**config.mk**
```make
export PLATFORM = sky130hd
export DESIGN_NAME = regfile_wb_arbiter
export DESIGN_NICKNAME = d
export VERILOG_FILES = /design/src/rtl/ember_rf_pkg.sv /design/src/rtl/regfile_wb_arbiter_rr_pick.sv /design/src/rtl/regfile_wb_arbiter.sv
export SDC_FILE = /design/constraint.sdc
export NUM_CORES = 1
export LEC_CHECK = 0
export BUFFER_PORTS_ARGS = -buffer_cell sky130_fd_sc_hd__buf_4
export CAP_MARGIN = 20
export CORE_AREA = 2 2 141 143
export DETAILED_ROUTE_END_ITERATION = 12
export DIE_AREA = 0 0 143 145
export SLEW_MARGIN = 5
export SYNTH_ARGS = -nofsm -noshare
export SYNTH_HDL_FRONTEND = slang
export SYNTH_SLANG_ARGS = --single-unit
export TNS_END_PERCENT = 1
```
**constraint.sdc**
```tcl
create_clock -name clk -period 4.24 [get_ports clk]
set_input_delay 0.848 -clock clk [delete_from_list [all_inputs] [get_ports clk]]
set_output_delay 0.848 -clock clk [all_outputs]
set_load 0.03 [all_outputs]
```
**src/rtl/ember_rf_pkg.sv**
```systemverilog
// Shared register-file constants, address typedef and writeback classification
// helper for the ember core's register file and its writeback arbiter.
package ember_rf_pkg;

  // Default register-file geometry
  localparam int DATA_W     = 64;
  localparam int REG_ADDR_W = 6;
  localparam int NUM_REGS   = 34;

  // Architected register numbers
  localparam int REG_NULL = 0;   // writes are discarded, reads return zero
  localparam int REG_SF   = 31;  // status flags
  localparam int REG_LR   = 32;  // link register
  localparam int REG_SP   = 33;  // stack pointer

  typedef logic [REG_ADDR_W-1:0] reg_addr_t;

  // What the write port does with an accepted writeback
  typedef enum logic [1:0] {
    WB_WRITE = 2'd0,  // real register: drive the write port
    WB_NULL  = 2'd1,  // NULL register: swallow silently
    WB_RANGE = 2'd2   // no such register: swallow and flag
  } wb_class_e;

  // Classify a destination address. Addresses are widened to int so that the
  // same helper serves any REG_ADDR_W / NUM_REGS override.
  function automatic wb_class_e wb_classify(input int unsigned addr,
                                            input int unsigned num_regs);
    wb_class_e cls;
    if (addr == REG_NULL) begin
      cls = WB_NULL;
    end else if (addr >= num_regs) begin
      cls = WB_RANGE;
    end else begin
      cls = WB_WRITE;
    end
    return cls;
  endfunction

endpackage

```
**src/rtl/regfile_wb_arbiter_rr_pick.sv**
```systemverilog
// rr_pick: combinational rotate-priority picker. Starting at rr_ptr and
// wrapping modulo N, the first set bit of valid wins. Produces a one-hot grant,
// the encoded winner index and an any-valid flag. N need not be a power of two.
module rr_pick #(
  parameter int N     = 4,
  parameter int PTR_W = 2
) (
  input  logic [N-1:0]     valid,
  input  logic [PTR_W-1:0] rr_ptr,
  output logic [N-1:0]     grant,
  output logic [PTR_W-1:0] grant_idx,
  output logic             any_valid
);

  // w_rot_idx[k] is the requester index that sits k places after rr_ptr
  logic [PTR_W-1:0] w_rot_idx [N];
  logic [N-1:0]     w_rot_valid;

  genvar gi;
  generate
    for (gi = 0; gi < N; gi++) begin : g_rot
      logic [PTR_W:0] w_sum;
      // One spare bit so rr_ptr + offset cannot overflow before the wrap test
      assign w_sum = {1'b0, rr_ptr} + (PTR_W+1)'(gi);
      assign w_rot_idx[gi] = (w_sum >= (PTR_W+1)'(N))
                             ? PTR_W'(w_sum - (PTR_W+1)'(N))
                             : w_sum[PTR_W-1:0];
      assign w_rot_valid[gi] = valid[w_rot_idx[gi]];
    end
  endgenerate

  assign any_valid = |w_rot_valid;

  // Walk the rotated vector from the far end so the nearest valid entry wins
  always_comb begin
    grant_idx = '0;
    for (int k = N - 1; k >= 0; k--) begin
      if (w_rot_valid[k]) begin
        grant_idx = w_rot_idx[k];
      end
    end
  end

  generate
    for (gi = 0; gi < N; gi++) begin : g_grant
      assign grant[gi] = any_valid && (grant_idx == PTR_W'(gi));
    end
  endgenerate

endmodule

```
**src/rtl/regfile_wb_arbiter.sv**
```systemverilog
// regfile_wb_arbiter: round-robin arbiter that shares the register file's
// single synchronous write port among NUM_REQ writeback requesters.
// The winning write is registered onto wr_en/wr1_addr/wr1_data one cycle after
// acceptance. Writes to NULL are swallowed; writes beyond NUM_REGS are swallowed
// and flagged on drop_err. Either way the requester is released that cycle.
// Optional build macro WB_BYPASS_EN adds a combinational write-to-read bypass
// for two read ports, so readers see the value being written this cycle.
module regfile_wb_arbiter #(
  parameter int NUM_REQ    = 4,
  parameter int DATA_W     = ember_rf_pkg::DATA_W,
  parameter int REG_ADDR_W = ember_rf_pkg::REG_ADDR_W,
  parameter int NUM_REGS   = ember_rf_pkg::NUM_REGS
) (
  input  logic                          clk,
  input  logic                          rst,
  input  logic [NUM_REQ-1:0]            req_valid,
  output logic [NUM_REQ-1:0]            req_ready,
  input  logic [NUM_REQ*REG_ADDR_W-1:0] req_addr,
  input  logic [NUM_REQ*DATA_W-1:0]     req_data,
  output logic                          wr_en,
  output logic [REG_ADDR_W-1:0]         wr1_addr,
  output logic [DATA_W-1:0]             wr1_data,
  output logic                          drop_err
`ifdef WB_BYPASS_EN
  ,
  input  logic [REG_ADDR_W-1:0]         rd1_addr,
  input  logic [REG_ADDR_W-1:0]         rd2_addr,
  input  logic [DATA_W-1:0]             rf_rd1,
  input  logic [DATA_W-1:0]             rf_rd2,
  output logic [DATA_W-1:0]             byp_rd1,
  output logic [DATA_W-1:0]             byp_rd2
`endif
);

  import ember_rf_pkg::*;

  localparam int PTR_W = (NUM_REQ > 1) ? $clog2(NUM_REQ) : 1;

  // Round-robin pointer: the requester that has highest priority next cycle
  logic [PTR_W-1:0]      r_rr_ptr;

  // Registered write-port state
  logic                  r_wr_en;
  logic [REG_ADDR_W-1:0] r_wr_addr;
  logic [DATA_W-1:0]     r_wr_data;
  logic                  r_drop_err;

  // Picker results
  logic [NUM_REQ-1:0]    w_grant;
  logic [PTR_W-1:0]      w_grant_idx;
  logic                  w_any_valid;

  // Winner's unpacked request and its fate
  logic [REG_ADDR_W-1:0] w_win_addr;
  logic [DATA_W-1:0]     w_win_data;
  wb_class_e             w_win_class;
  logic                  w_xfer;
  logic                  w_do_write;
  logic                  w_do_drop;
  logic [PTR_W-1:0]      w_ptr_next;

  rr_pick #(
    .N     (NUM_REQ),
    .PTR_W (PTR_W)
  ) u_rr_pick (
    .valid     (req_valid),
    .rr_ptr    (r_rr_ptr),
    .grant     (w_grant),
    .grant_idx (w_grant_idx),
    .any_valid (w_any_valid)
  );

  // Ready follows the grant directly; nothing is accepted while in reset
  assign req_ready = rst ? '0 : w_grant;

  // A transfer happens whenever some requester is valid outside reset,
  // including NULL and out-of-range writes (they are accepted, then dropped)
  assign w_xfer = w_any_valid && !rst;

  // Select the winner's address and data out of the packed request buses
  always_comb begin
    w_win_addr = '0;
    w_win_data = '0;
    for (int k = 0; k < NUM_REQ; k++) begin
      if (w_grant_idx == PTR_W'(k)) begin
        w_win_addr = req_addr[k*REG_ADDR_W +: REG_ADDR_W];
        w_win_data = req_data[k*DATA_W +: DATA_W];
      end
    end
  end

  assign w_win_class = wb_classify(32'(w_win_addr), NUM_REGS);
  assign w_do_write  = w_xfer && (w_win_class == WB_WRITE);
  assign w_do_drop   = w_xfer && (w_win_class == WB_RANGE);

  // Pointer moves just past the winner, wrapping at NUM_REQ
  assign w_ptr_next = (w_grant_idx == PTR_W'(NUM_REQ - 1))
                      ? '0
                      : w_grant_idx + 1'b1;

  // Advance the round-robin pointer only on an accepted request
  always_ff @(posedge clk) begin
    if (rst) begin
      r_rr_ptr <= '0;
    end else if (w_xfer) begin
      r_rr_ptr <= w_ptr_next;
    end
  end

  // Write enable and drop flag are single-cycle pulses, recomputed every cycle
  always_ff @(posedge clk) begin
    if (rst) begin
      r_wr_en    <= 1'b0;
      r_drop_err <= 1'b0;
    end else begin
      r_wr_en    <= w_do_write;
      r_drop_err <= w_do_drop;
    end
  end

  // Address/data only load on a real write, otherwise they keep the last write
  always_ff @(posedge clk) begin
    if (rst) begin
      r_wr_addr <= '0;
      r_wr_data <= '0;
    end else if (w_do_write) begin
      r_wr_addr <= w_win_addr;
      r_wr_data <= w_win_data;
    end
  end

  assign wr_en    = r_wr_en;
  assign wr1_addr = r_wr_addr;
  assign wr1_data = r_wr_data;
  assign drop_err = r_drop_err;

`ifdef WB_BYPASS_EN
  logic w_byp1_hit;
  logic w_byp2_hit;

  assign w_byp1_hit = r_wr_en && (rd1_addr == r_wr_addr) && (rd1_addr != '0);
  assign w_byp2_hit = r_wr_en && (rd2_addr == r_wr_addr) && (rd2_addr != '0);

  // Forward the in-flight write to readers of the same register
  always_comb begin
    byp_rd1 = rf_rd1;
    byp_rd2 = rf_rd2;
    if (w_byp1_hit) begin
      byp_rd1 = r_wr_data;
    end
    if (w_byp2_hit) begin
      byp_rd2 = r_wr_data;
    end
  end
`endif

endmodule

```
# After elaboration in Yosys (flattened, before gate mapping)
# Cells that the tools add are included.
[word_totals]
wordCells = 66
ff_bits = 74
out_inout_bits = 76
input_bits = 286
[classes]
muxes = 28
magnitude_cmp = 9
eq_ne = 4
reduce_logical = 12
add_sub_neg = 8
[ops]
columns = ["operator", "count"]
rows = [
  ["2-to-1 mux 64 bit", 4],
  ["2-to-1 mux 6 bit", 4],
  ["2-to-1 mux 2 bit", 11],
  ["< comparator 2 x 3 -> 1 bit (second input constant)", 4],
  ["greater-or-equal comparator 3 bit (second input constant)", 3],
  ["binary-select mux 1 bit (select 2 bit)", 4],
  ["subtractor 2 x 1 -> 2 bit (second input constant)", 4],
  ["logical AND 1 bit", 7],
  ["adder 2 x 2 -> 3 bit (second input constant)", 2],
  ["equality test 2 bit (second input constant)", 3],
  ["greater-or-equal comparator 6 bit (second input constant)", 1],
  ["logical NOT 6 bit", 1],
  ["logical NOT 2 bit", 2],
  ["2-to-1 mux 1 bit", 4],
  ["2-to-1 mux 4 bit", 1],
  ["OR reduction 4 bit", 1],
  ["adder 2 x 1 -> 3 bit (second input constant)", 1],
  ["greater-or-equal comparator 2 x 3 -> 1 bit (second input constant)", 1],
  ["adder 2 x 1 -> 2 bit (second input constant)", 1],
  ["equality test 2 x 1 -> 1 bit (second input constant)", 1],
  ["logical NOT 1 bit", 1],
]

# Depth between registers and ports, before layout
# Gate-level depths: netlist (run 1).
[logic_depth]
ltp_word = 19
depth_mapped = 14
mapped_depth_nobuf = 11

# Modules after synthesis
# From an unflattened synthesis (run 1), not the netlist that was laid out.
[hier_totals]
cells_unflattened = 634
hier_area_um2 = 5205.0
[by_module_without_submodules]
columns = ["mod", "area_each_um2", "cells_per_inst", "n_inst", "seq_area_each_um2"]
rows = [
  ["regfile_wb_arbiter", 4993.5, 601, 1, 1481.4],
  ["rr_pick", 211.5, 33, 1, 0.0],
]

# Worst setup path after synthesis (run 1)
# OpenSTA, ideal clock, no wires.
[synth_path]
kind = "input to register"
startpoint = "input req_valid[2]"
endpoint = "register r_wr_addr[0], in the netlist wr1_addr[0]"
setup_time_ns = 0.123
n_path_buf = 2
t_arrival_ns = 3.590
required_time_ns = 4.117
cell_stages = 13
setup_slack_ns = 0.526
path_cell_list = "mux2i_1 nor2_1 nor3_1 inv_1 ha_1 or2_1 clkbuf_1 a221o_1 o221ai_1 and4_2 mux2i_4 buf_6 mux2_1"
[synth_between]
elab_chain_len = 16
word_cells_on_any_way = 28
classes_between = "1 x order compare; 3 x eq/ne; 18 x mux; 6 x reduce/logical"
[synth_lines]
columns = ["element", "line", "source"]
rows = [
  ["start: declaration", "regfile_wb_arbiter.sv:16", "input logic [NUM_REQ-1:0] req_valid,"],
  ["binary-select mux 1 bit (select 2 bit)", "regfile_wb_arbiter_rr_pick.sv:28", "assign w_rot_valid[gi] = valid[w_rot_idx[gi]];"],
  ["2-to-1 mux 1 bit (not written as such)", "regfile_wb_arbiter_rr_pick.sv:28", ""],
  ["2-to-1 mux 2 bit (4 in series)", "regfile_wb_arbiter_rr_pick.sv:38", "if (w_rot_valid[k]) begin"],
  ["logical NOT 2 bit", "regfile_wb_arbiter.sv:85", "if (w_grant_idx == PTR_W'(k)) begin"],
  ["2-to-1 mux 6 bit (4 in series)", "regfile_wb_arbiter.sv:85", ""],
  ["greater-or-equal comparator 6 bit", "ember_rf_pkg.sv:32", "end else if (addr >= num_regs) begin"],
  ["2-to-1 mux 2 bit", "ember_rf_pkg.sv:32", ""],
  ["2-to-1 mux 2 bit", "ember_rf_pkg.sv:30", "if (addr == REG_NULL) begin"],
  ["logical NOT 2 bit", "regfile_wb_arbiter.sv:93", "assign w_do_write = w_xfer && (w_win_class == WB_WRITE);"],
  ["logical AND 1 bit", "regfile_wb_arbiter.sv:93", ""],
  ["end signal: assignment", "regfile_wb_arbiter.sv:127", "r_wr_addr <= w_win_addr;"],
  ["end: declaration", "regfile_wb_arbiter.sv:44", "logic [REG_ADDR_W-1:0] r_wr_addr;"],
]
# Several ways; a longest one is shown, not always the timed one. The select of a mux whose other input is x is not followed.
# A chain may end at the register's enable or synchronous reset.

# Worst setup path in the final report (run 1)
[layout_path]
startpoint = "input req_valid[2]"
endpoint = "register r_wr_data[6], in the netlist wr1_data[6]"
[layout_between]
elab_chain_len = 16
word_cells_on_any_way = 32
classes_between = "1 x order compare; 3 x eq/ne; 22 x mux; 6 x reduce/logical"
[layout_lines]
columns = ["element", "line", "source"]
rows = [
  ["binary-select mux 1 bit (select 2 bit)", "regfile_wb_arbiter_rr_pick.sv:28", ""],
  ["2-to-1 mux 1 bit (not written as such)", "regfile_wb_arbiter_rr_pick.sv:28", ""],
  ["2-to-1 mux 2 bit (4 in series)", "regfile_wb_arbiter_rr_pick.sv:38", ""],
  ["logical NOT 2 bit", "regfile_wb_arbiter.sv:85", ""],
  ["2-to-1 mux 6 bit (4 in series)", "regfile_wb_arbiter.sv:85", ""],
  ["greater-or-equal comparator 6 bit", "ember_rf_pkg.sv:32", ""],
  ["2-to-1 mux 2 bit", "ember_rf_pkg.sv:32", ""],
  ["2-to-1 mux 2 bit", "ember_rf_pkg.sv:30", ""],
  ["logical NOT 2 bit", "regfile_wb_arbiter.sv:93", ""],
  ["logical AND 1 bit", "regfile_wb_arbiter.sv:93", ""],
  ["end signal: assignment", "regfile_wb_arbiter.sv:128", "r_wr_data <= w_win_data;"],
  ["end: declaration", "regfile_wb_arbiter.sv:45", "logic [DATA_W-1:0] r_wr_data;"],
]
# Several ways; a longest one is shown, not always the timed one. The select of a mux whose other input is x is not followed.

==> impl_metrics.ini, run 1 <==
[clock_tree]
post_cts_buffers = 0
cts_buffers = 9
clkTransAtPathRegs_ns = 0.05
cts_num_sinks = 74
cts_hold_buf = 0
cts_tree = built
root_buffer = clkbuf_16
clock_latency_ns = 0.34
h-tree-depth = 3
ctsResizeCount = 0
cts_max_path_buffers = 2

[place]
dpl_cell_area_sq_um = 8130
globalplace.congestion = 0.811
dp_hpwl_um = 15300
port_buffers = 361
placedCellCount = 1229

[grt]
antenna_found_initial = 0
grt_overflow = 0
grtUsageTotal_pct = 18.5
grt_pass1_wl_um = 30500
grt_max_degree = 78
grt_pass1_vias = 5837

[timing]
fin_crit_sh_pct = 83.8
timing.fmax_ghz = 0.282
setup_viol = 0
slew_headroom_pct = 48.0
rsz0062_at_grt = false
slew_violations = 0
min_period_ns = 3.55
skew_ns = 0.00517
tightest_slew_ns = 0.780
final_hold_viol_count = 0
setup_tns_ns = 0

[die]
core-area_sq_um = 19200
initial_core_util_pct = 27.3
dieArea_sq_um = 20700
die_height_um = 145
fp.dieW_um = 143
placementRows = 51
io_pins = 362

[power]
p_comb_share_pct = 51.9
power_density_nw_per_um2 = 425
cell_internal_pwr_w = 0.00221
p_total_w = 0.00359
p_switching_w = 0.00138
p_leak_nw = 3.92
clkPwrFrac_pct = 22.7
p_sw_share_pct = 38.6
worst_ir_drop_vdd_v = 0.000192
p_seq_share_pct = 25.4

[hold_path]
whs_path_depth = 2
hold_path.class = register to register
hp-start = r_rr_ptr[0]

[synthesis]
ys_seq_area_share_pct = 28.2
synth.distinct_cells = 30
synth_top_area_share_pct = 28.2
ys_ff_latch = 74
syn_area_sq_um = 5250
synthCells = 657
synth.area.top_cells = dfxtp_1, nor2b_1, mux2_1
avgSynthCellArea_sq_um = 7.99
yosys.area.top_type = dfxtp_1
syn_nets = 947
yosysWarnings = 0

[setup_path]
critPathArrivalTime_ns = 3.77
crit_type = input pin to register
cp_cell_sequence = buf_4 > mux2i_1 > nor2_1 > nor3_1 > inv_1 > ha_4 > or2_1 > a221o_1 > o221ai_1 > and4_2 > mux2i_4 > buf_12 > mux2_1
cp.required_ns = 4.46
path_max_fanout = 71
endpoint_kind = register
startpoint = req_valid[2]
worstReg2RegStart = r_rr_ptr[1]
rr_worst_depth = 12
cpMaxStageDelayCell = mux2_1
critPathMaxStageDelay_ns = 0.36
startpoint_type = input pin

[cells_and_area]
synthToLayoutAreaGrowth_pct = 60.8
insertedDiodeCount = 0
layoutNonFillerInstCount = 1245
final_util_pct = 44.0
nets = 1265
drive_gt1_share_pct = 40.1
nFillCells = 2002
fin_area_sq_um = 8440

[routing]
drc = 0
first_pass_iters = 4
ant_nets = 0
wl_per_cell_um = 16.0
vias = 6025
wl_um = 19900
drtIter0Drc = 202
routed_via_density = 4.84

[run_status]
status = complete, no violations

[flow_run]
maxCapViolCount = 0
## cell type report
class | instances | area [sq um] | share of cell area, %
multi-input cells | 512 | 3480 | 41.2
repair buffers | 374 | 2820 | 33.4
flip-flops and latches | 74 | 1480 | 17.5
well taps | 265 | 332 | 3.93
clock buffers | 14 | 254 | 3.01
clock inverters | 2 | 60.1 | 0.711
inverters | 4 | 15.0 | 0.178
## final timing paths
| check | end | slack [ns] |
|---|---|---|
| max | wr1_data[6] | 0.69 |
| min | r_rr_ptr[0] | 0.54 |
| max reg2reg | wr1_data[6] | 0.80 |
| min reg2reg | r_rr_ptr[0] | 0.54 |
## cell usage after synthesis (all sizes together)
| cell | n |
|---|---|
| nor3 | 66 |
| and2 | 3 |
| nand3b | 1 |
| buf | 16 |
| o21ai | 1 |
| and4 | 1 |
| inv | 4 |
| nor2 | 73 |
| o221ai | 6 |
| ha | 4 |
| or2 | 1 |
| a221o | 5 |
| a211o | 1 |
| mux2 | 70 |
| o22a | 1 |
| nor2b | 135 |
| a211oi | 1 |
| a221oi | 64 |
| clkbuf | 51 |
| nand2 | 5 |
| o21a | 1 |
| a21oi | 67 |
| nor3b | 1 |
| mux2i | 3 |
| nor4 | 2 |
| dfxtp | 74 |
## cells in the final DEF (no fill, tap or decap), drive strengths merged, types with 6 or more instances in the layout
| cell | netlist | layout |
|---|---|---|
| buf | 16 | 374 |
| nor2b | 135 | 135 |
| dfxtp | 74 | 74 |
| nor2 | 73 | 73 |
| mux2 | 70 | 70 |
| a21oi | 67 | 67 |
| nor3 | 66 | 66 |
| a221oi | 64 | 64 |
| clkbuf | 51 | 14 |
| o221ai | 6 | 6 |
## stage by stage
stage               hold WS [ns]  worst slack (ns)
finish                     0.541             0.689
global route               0.553             0.484
CTS                        0.531             0.719
detailed placement         0.521             0.356
global placement           0.527             0.402
floorplan                  0.477             0.526
## worst max-delay path: cells and delay by family
family | cells | cell delay (ns)
adder cells (fa/ha/maj) | 1 | 0.20
AND/OR/NAND/NOR | 4 | 0.91
AO/OA/AOI/OAI | 2 | 0.38
buffers and inverters | 3 | 0.61
multiplexers | 3 | 0.74
## cells by family after synthesis
family | after synthesis | share of synthesized area [%]
and+or+nand+nor | 288 | 29.2
AOI/OAI and AO/OA | 147 | 19.7
DFF | 74 | 28.2
muxes | 73 | 15.8
buffers and inverters | 71 | 6.08
adders and majority gates | 4 | 0.953
## registers in the layout, summed over array words and instances, names as in the netlist
name	flops
wr1_data	64
wr_en	1
wr1_addr	6
r_rr_ptr	2
drop_err	1
## layer usage
layer	track usage, %	up-vias	part of all wire, %
li1	-	3005	-
met5	0	-	0
met4	7.67	0	3.0
met1	21.3	2742	40
met2	32.3	240	50
met3	4.69	38	7.5
## power groups by stage
stage | clock network, W | registers (W) | logic [W]
after floorplan | 0 | 0.00119 | 0.000955
after global placement | 0 | 0.000922 | 0.00187
after detailed placement | 0 | 0.000924 | 0.00188
after CTS | 0.000847 | 0.000914 | 0.00188
after global routing | 0.000879 | 0.000927 | 0.00203
final | 0.000814 | 0.000911 | 0.00186
Note: power is estimated with default switching activity, not from simulation.
==> run 2, diff against run 1 <==
Clock period 4.24 ns to 3.52 ns, I/O delays scaled along.
==> run 2 against run 1 <==
Net effect: sequential cell count is the same; combinational power is 22% higher; total power rose by 18%; sequential power up 21%; register-to-register slack worse by 0.52 ns; critical path depth down 1; via count decreased by 1.3%; critical endpoint is now wr1_data[63]; highest routed layer unchanged.
==> impl_metrics.ini, run 2 (synthesis gave the netlist of run 1 again) <==
[cells_and_area]
nets = 1269
insertedDiodeCount = 0
layout_commonest_cell = buf_4
drive_gt1_share_pct = 40.7
largest_reg_flops = 64
layout_common_cells = buf_4, nor2b_1, dfxtp_1
final_util_pct = 44.1
synthToLayoutAreaGrowth_pct = 61.3

[routing]
vias = 5948
ant_nets = 0
routed_via_density = 4.77
drc = 0
wl_per_cell_um = 15.6
drtIter0Drc = 253
first_pass_iters = 5
wl_um = 19500

[die]
initial_core_util_pct = 27.3
fp.dieW_um = 143
io_pins = 362
die_height_um = 145
placementRows = 51
core-area_sq_um = 19200
dieArea_sq_um = 20700

[power]
p_leak_nw = 3.93
clkPwrFrac_pct = 20.5
p_switching_w = 0.00166
p_sw_share_pct = 39.3
power_density_nw_per_um2 = 500
cell_internal_pwr_w = 0.00257
p_seq_share_pct = 25.9
worst_ir_drop_vdd_v = 0.000257
p_comb_share_pct = 53.6

[clock_tree]
cts_buffers = 9
cts_tree = built
ctsResizeCount = 0
cts_hold_buf = 0
clock_latency_ns = 0.33
post_cts_buffers = 0
h-tree-depth = 3
root_buffer = clkbuf_16
cts_num_sinks = 74
clkTransAtPathRegs_ns = 0.06
cts_max_path_buffers = 2

[timing]
rsz0062_at_grt = false
final_hold_viol_count = 0
fin_crit_sh_pct = 92.2
slew_violations = 0
slew_headroom_pct = 50.9
timing.fmax_ghz = 0.308
skew_ns = 0.00586
min_period_ns = 3.24
setup_viol = 0
tightest_slew_ns = 0.736
setup_ws_ns = 0.275

[place]
pre_cts_slack_ns = -0.0373
dp_hpwl_um = 15000
port_buffers = 361
globalplace.congestion = 0.800

[setup_path]
path_max_fanout = 35
startpoint_type = register
endpoint_kind = register
cp.required_ns = 3.73
crit_type = register to register
critPathArrivalTime_ns = 3.46

[grt]
antenna_found_initial = 0
grt_pass1_wl_um = 30700
grt_overflow = 0
grtUsageTotal_pct = 18.4
grt_pass1_vias = 5928
grt_max_degree = 130

[hold_path]
hold_path.class = register to register

[flow_run]
maxCapViolCount = 0

[run_status]
status = complete, no violations
-- run 2: changes by cell type in the layout (fill, tap and decap cells not counted), sizes merged --
cell and change:
buf +4, bufinv -2, clkbuf -2, clkinv +1
clkinvlp +1
-- run 2: worst paths after layout --
check              start      endpoint  slack, ns  depth (start not counted)
max          r_rr_ptr[1]  wr1_data[63]       0.28                         12
min          r_rr_ptr[0]   r_rr_ptr[0]       0.52                          2
max reg2reg  r_rr_ptr[1]  wr1_data[63]       0.28                         12
min reg2reg  r_rr_ptr[0]   r_rr_ptr[0]       0.52                          2
-- run 2: layout make-up --
class / instances / area [sq um]
multi-input cells: 512 / 3490
clock buffers: 12 / 267
clock inverters: 2 / 12.5
well taps: 265 / 332
flip-flops and latches: 74 / 1480
repair buffers: 378 / 2880
fillers: 1983 / 10700
inverters: 4 / 15.0
-- run 2: power by group through the flow --
| stage | registers (W) | logic [W] | clock network, W |
|---|---|---|---|
| detailed placement | 0.00111 | 0.00229 | 0 |
| global route | 0.00112 | 0.00248 | 0.000937 |
| floorplan | 0.00143 | 0.00115 | 0 |
| finish | 0.00110 | 0.00227 | 0.000866 |
| global placement | 0.00111 | 0.00228 | 0 |
| CTS | 0.00110 | 0.00229 | 0.000907 |
-- run 2: layer usage --
layer | vias to the layer above | routed length [um] | GRT usage (%)
met4 | 0 | 420 | 6.24
li1 | 3019 | - | -
met5 | - | 0 | 0
met1 | 2678 | 7760 | 20.8
met3 | 29 | 1540 | 5.64
met2 | 222 | 9790 | 32.5
-- run 2: per-stage QoR --
| stage | area, sq um | power [W] | setup TNS, ns | hold slack (ns) | std cells |
|---|---|---|---|---|---|
| 6_report | 8470 | 0.00423 | 0 | 0.524 | 1247 |
| 5_1_grt | 8470 | 0.00454 | 0 | 0.558 | 1247 |
| 4_1_cts | 8470 | 0.00430 | 0 | 0.519 | 1247 |
| 3_5_place_dp | 8190 | 0.00340 | -1.40 | 0.511 | 1233 |
| 3_3_place_gp | 8190 | 0.00339 | -0.0141 | 0.537 | 1233 |
| 2_1_floorplan | 5260 | 0.00258 | 0 | 0.477 | 657 |
-- run 2: worst max-delay path: stages (launching register included) --
cell,delay (ns)
dfxtp_1,0.44
mux2i_1,0.21
nor2_1,0.06
nor3_2,0.21
inv_1,0.11
ha_4,0.17
or2_1,0.28
a221o_1,0.29
o221ai_1,0.09
and4_2,0.31
mux2i_4,0.32
buf_12,0.25
mux2_1,0.35
==> run 3, diff against run 2 <==
==> constraint.sdc (replaced) <==
create_clock -name clk -period 3.52 [get_ports clk]
set_input_delay 0.528 -clock clk [delete_from_list [all_inputs] [get_ports clk]]
set_output_delay 0.528 -clock clk [all_outputs]
set_load 0.03 [all_outputs]
==> run 3 against run 2 <==
Net effect: fmax down 1.2%; sequential power about the same; clock power is 11% higher; critical path type unchanged; clock skew fell by 0.00087 ns; via count up 1.2%; combinational power is 2% higher; register-to-register slack worse by 0.04 ns; cell area increased by 0.62%.
==> impl_metrics.ini, run 3 (synthesis gave the netlist of run 1 again) <==
[run_status]
status = complete, no violations

[die]
die_height_um = 145
dieArea_sq_um = 20700
initial_core_util_pct = 27.3
core-area_sq_um = 19200
io_pins = 362
placementRows = 51
fp.dieW_um = 143

[cells_and_area]
register_area_sq_um = 1480
synthToLayoutAreaGrowth_pct = 62.3
layout_common_cells = buf_4, nor2b_1, nor2_1, dfxtp_1, mux2_1
largest_reg_flops = 64
nets = 1269
insertedDiodeCount = 0
multi_input_area_sq_um = 3490
drive_gt1_share_pct = 40.8
layout_commonest_cell = buf_4
nFillCells = 2009
final_util_pct = 44.4

[setup_path]
cpMostUsedCell = buf_12
cp_cell_sequence = mux2i_1 > nor2_1 > nor3_1 > inv_1 > ha_4 > or2_1 > a221o_1 > o221ai_1 > and4_2 > mux2i_4 > buf_12 > buf_12 > mux2_1
path_max_fanout = 33
startpoint_type = register
critPathArrivalTime_ns = 3.50
endpoint_kind = register
cp.required_ns = 3.73
crit_type = register to register
critPathMaxStageDelay_ns = 0.38
cpMaxStageDelayCell = dfxtp_2

[timing]
slew_violations = 0
min_period_ns = 3.29
slew_headroom_pct = 51.9
setup_tns_ns = 0
rsz0062_at_grt = false
final_hold_viol_count = 0
timing.fmax_ghz = 0.304
tightest_slew_ns = 0.721
skew_ns = 0.00498
fin_crit_sh_pct = 93.3
whs_ns = 0.537
setup_viol = 0

[power]
power_density_nw_per_um2 = 513
worst_ir_drop_vdd_v = 0.000294
p_leak_nw = 3.95

[routing]
wl_per_cell_um = 16.0
ant_nets = 0
wl_um = 20000
drtIter0Drc = 233
drc = 0
first_pass_iters = 4
routed_via_density = 4.82
vias = 6019

[grt]
antenna_found_initial = 0
grt_pass1_wl_um = 30500
grt_overflow = 0
grtUsageTotal_pct = 18.6
grt_pass1_vias = 5828
grt_max_degree = 74

[clock_tree]
cts_num_sinks = 74
cts_tree = built
cts_buffers = 9
h-tree-depth = 3
cts_max_path_buffers = 2
clock_latency_ns = 0.33
cts_hold_buf = 0
root_buffer = clkbuf_16
clkTransAtPathRegs_ns = 0.06

[flow_run]
maxCapViolCount = 0

[hold_path]
hold_path.class = register to register

[place]
globalplace.congestion = 0.816
dp_hpwl_um = 15500
port_buffers = 361
[run 3: cell count changes in the layout (fill, tap and decap cells not counted)]
cell	delta
clkbuf_8	-3
bufinv_16	+2
clkinv_2	+2
buf_4	-1
clkbuf_16	+1
dfxtp_1	-1
dfxtp_2	+1
ha_2	-1
ha_4	+1
nor3_1	+1
nor3_2	-1
[run 3: worst paths after layout]
| kind | startpoint | endpoint | slack [ns] | cells past startpoint |
|---|---|---|---|---|
| max | r_rr_ptr[1] | wr1_data[43] | 0.23 | 13 |
| min | r_rr_ptr[0] | r_rr_ptr[0] | 0.54 | 2 |
| max reg2reg | r_rr_ptr[1] | wr1_data[43] | 0.23 | 13 |
| min reg2reg | r_rr_ptr[0] | r_rr_ptr[0] | 0.54 | 2 |
[run 3: metrics by stage]
step	std cells	total power [W]	area [sq um]	setup slack (ns)
3_5_place_dp	1231	0.00340	8160	0.0317
3_3_place_gp	1231	0.00338	8160	0.103
5_1_grt	1248	0.00468	8520	0.0338
6_report	1248	0.00437	8520	0.235
2_1_floorplan	657	0.00258	5250	0.126
4_1_cts	1246	0.00439	8470	0.168
[run 3: worst max-delay path, delay by kind of cell, from the launching register on]
kind	cells	cell delay, ns
AO/OA/AOI/OAI	2	0.40
buffers and inverters	3	0.47
AND/OR/NAND/NOR	4	0.91
flip-flops	1	0.38
multiplexers	3	0.79
adder cells (fa/ha/maj)	1	0.18
[run 3: power by group]
group          switching [W]  internal, W
Clock               0.000346     0.000612
Combinational        0.00126      0.00105
Sequential         0.0000830      0.00101
[run 3: final cells by class]
| cell class | instances | area share, % |
|---|---|---|
| Tap cell | 265 | 3.89 |
| Clock inverter | 6 | 0.969 |
| Inverter | 4 | 0.176 |
| Timing Repair Buffer | 378 | 33.9 |
| Multi-Input combinational cell | 512 | 41.0 |
| Sequential cell | 74 | 17.4 |
| Clock buffer | 9 | 2.64 |
[run 3: layer usage]
metal  wire [um]  GRT usage (%)  vias up
met5           0              0        -
met4         483           6.44        0
met3        1560           5.05       33
met2        9960           32.7      231
met1        8010           21.4     2744
li1            -              -     3011
[run 3: repair_timing]
| item | in CTS | in global routing |
|---|---|---|
| buffers inserted | 0 | 1 |
| setup endpoints to repair | 0 | 62 |
| gates resized for setup | 0 | 2 |
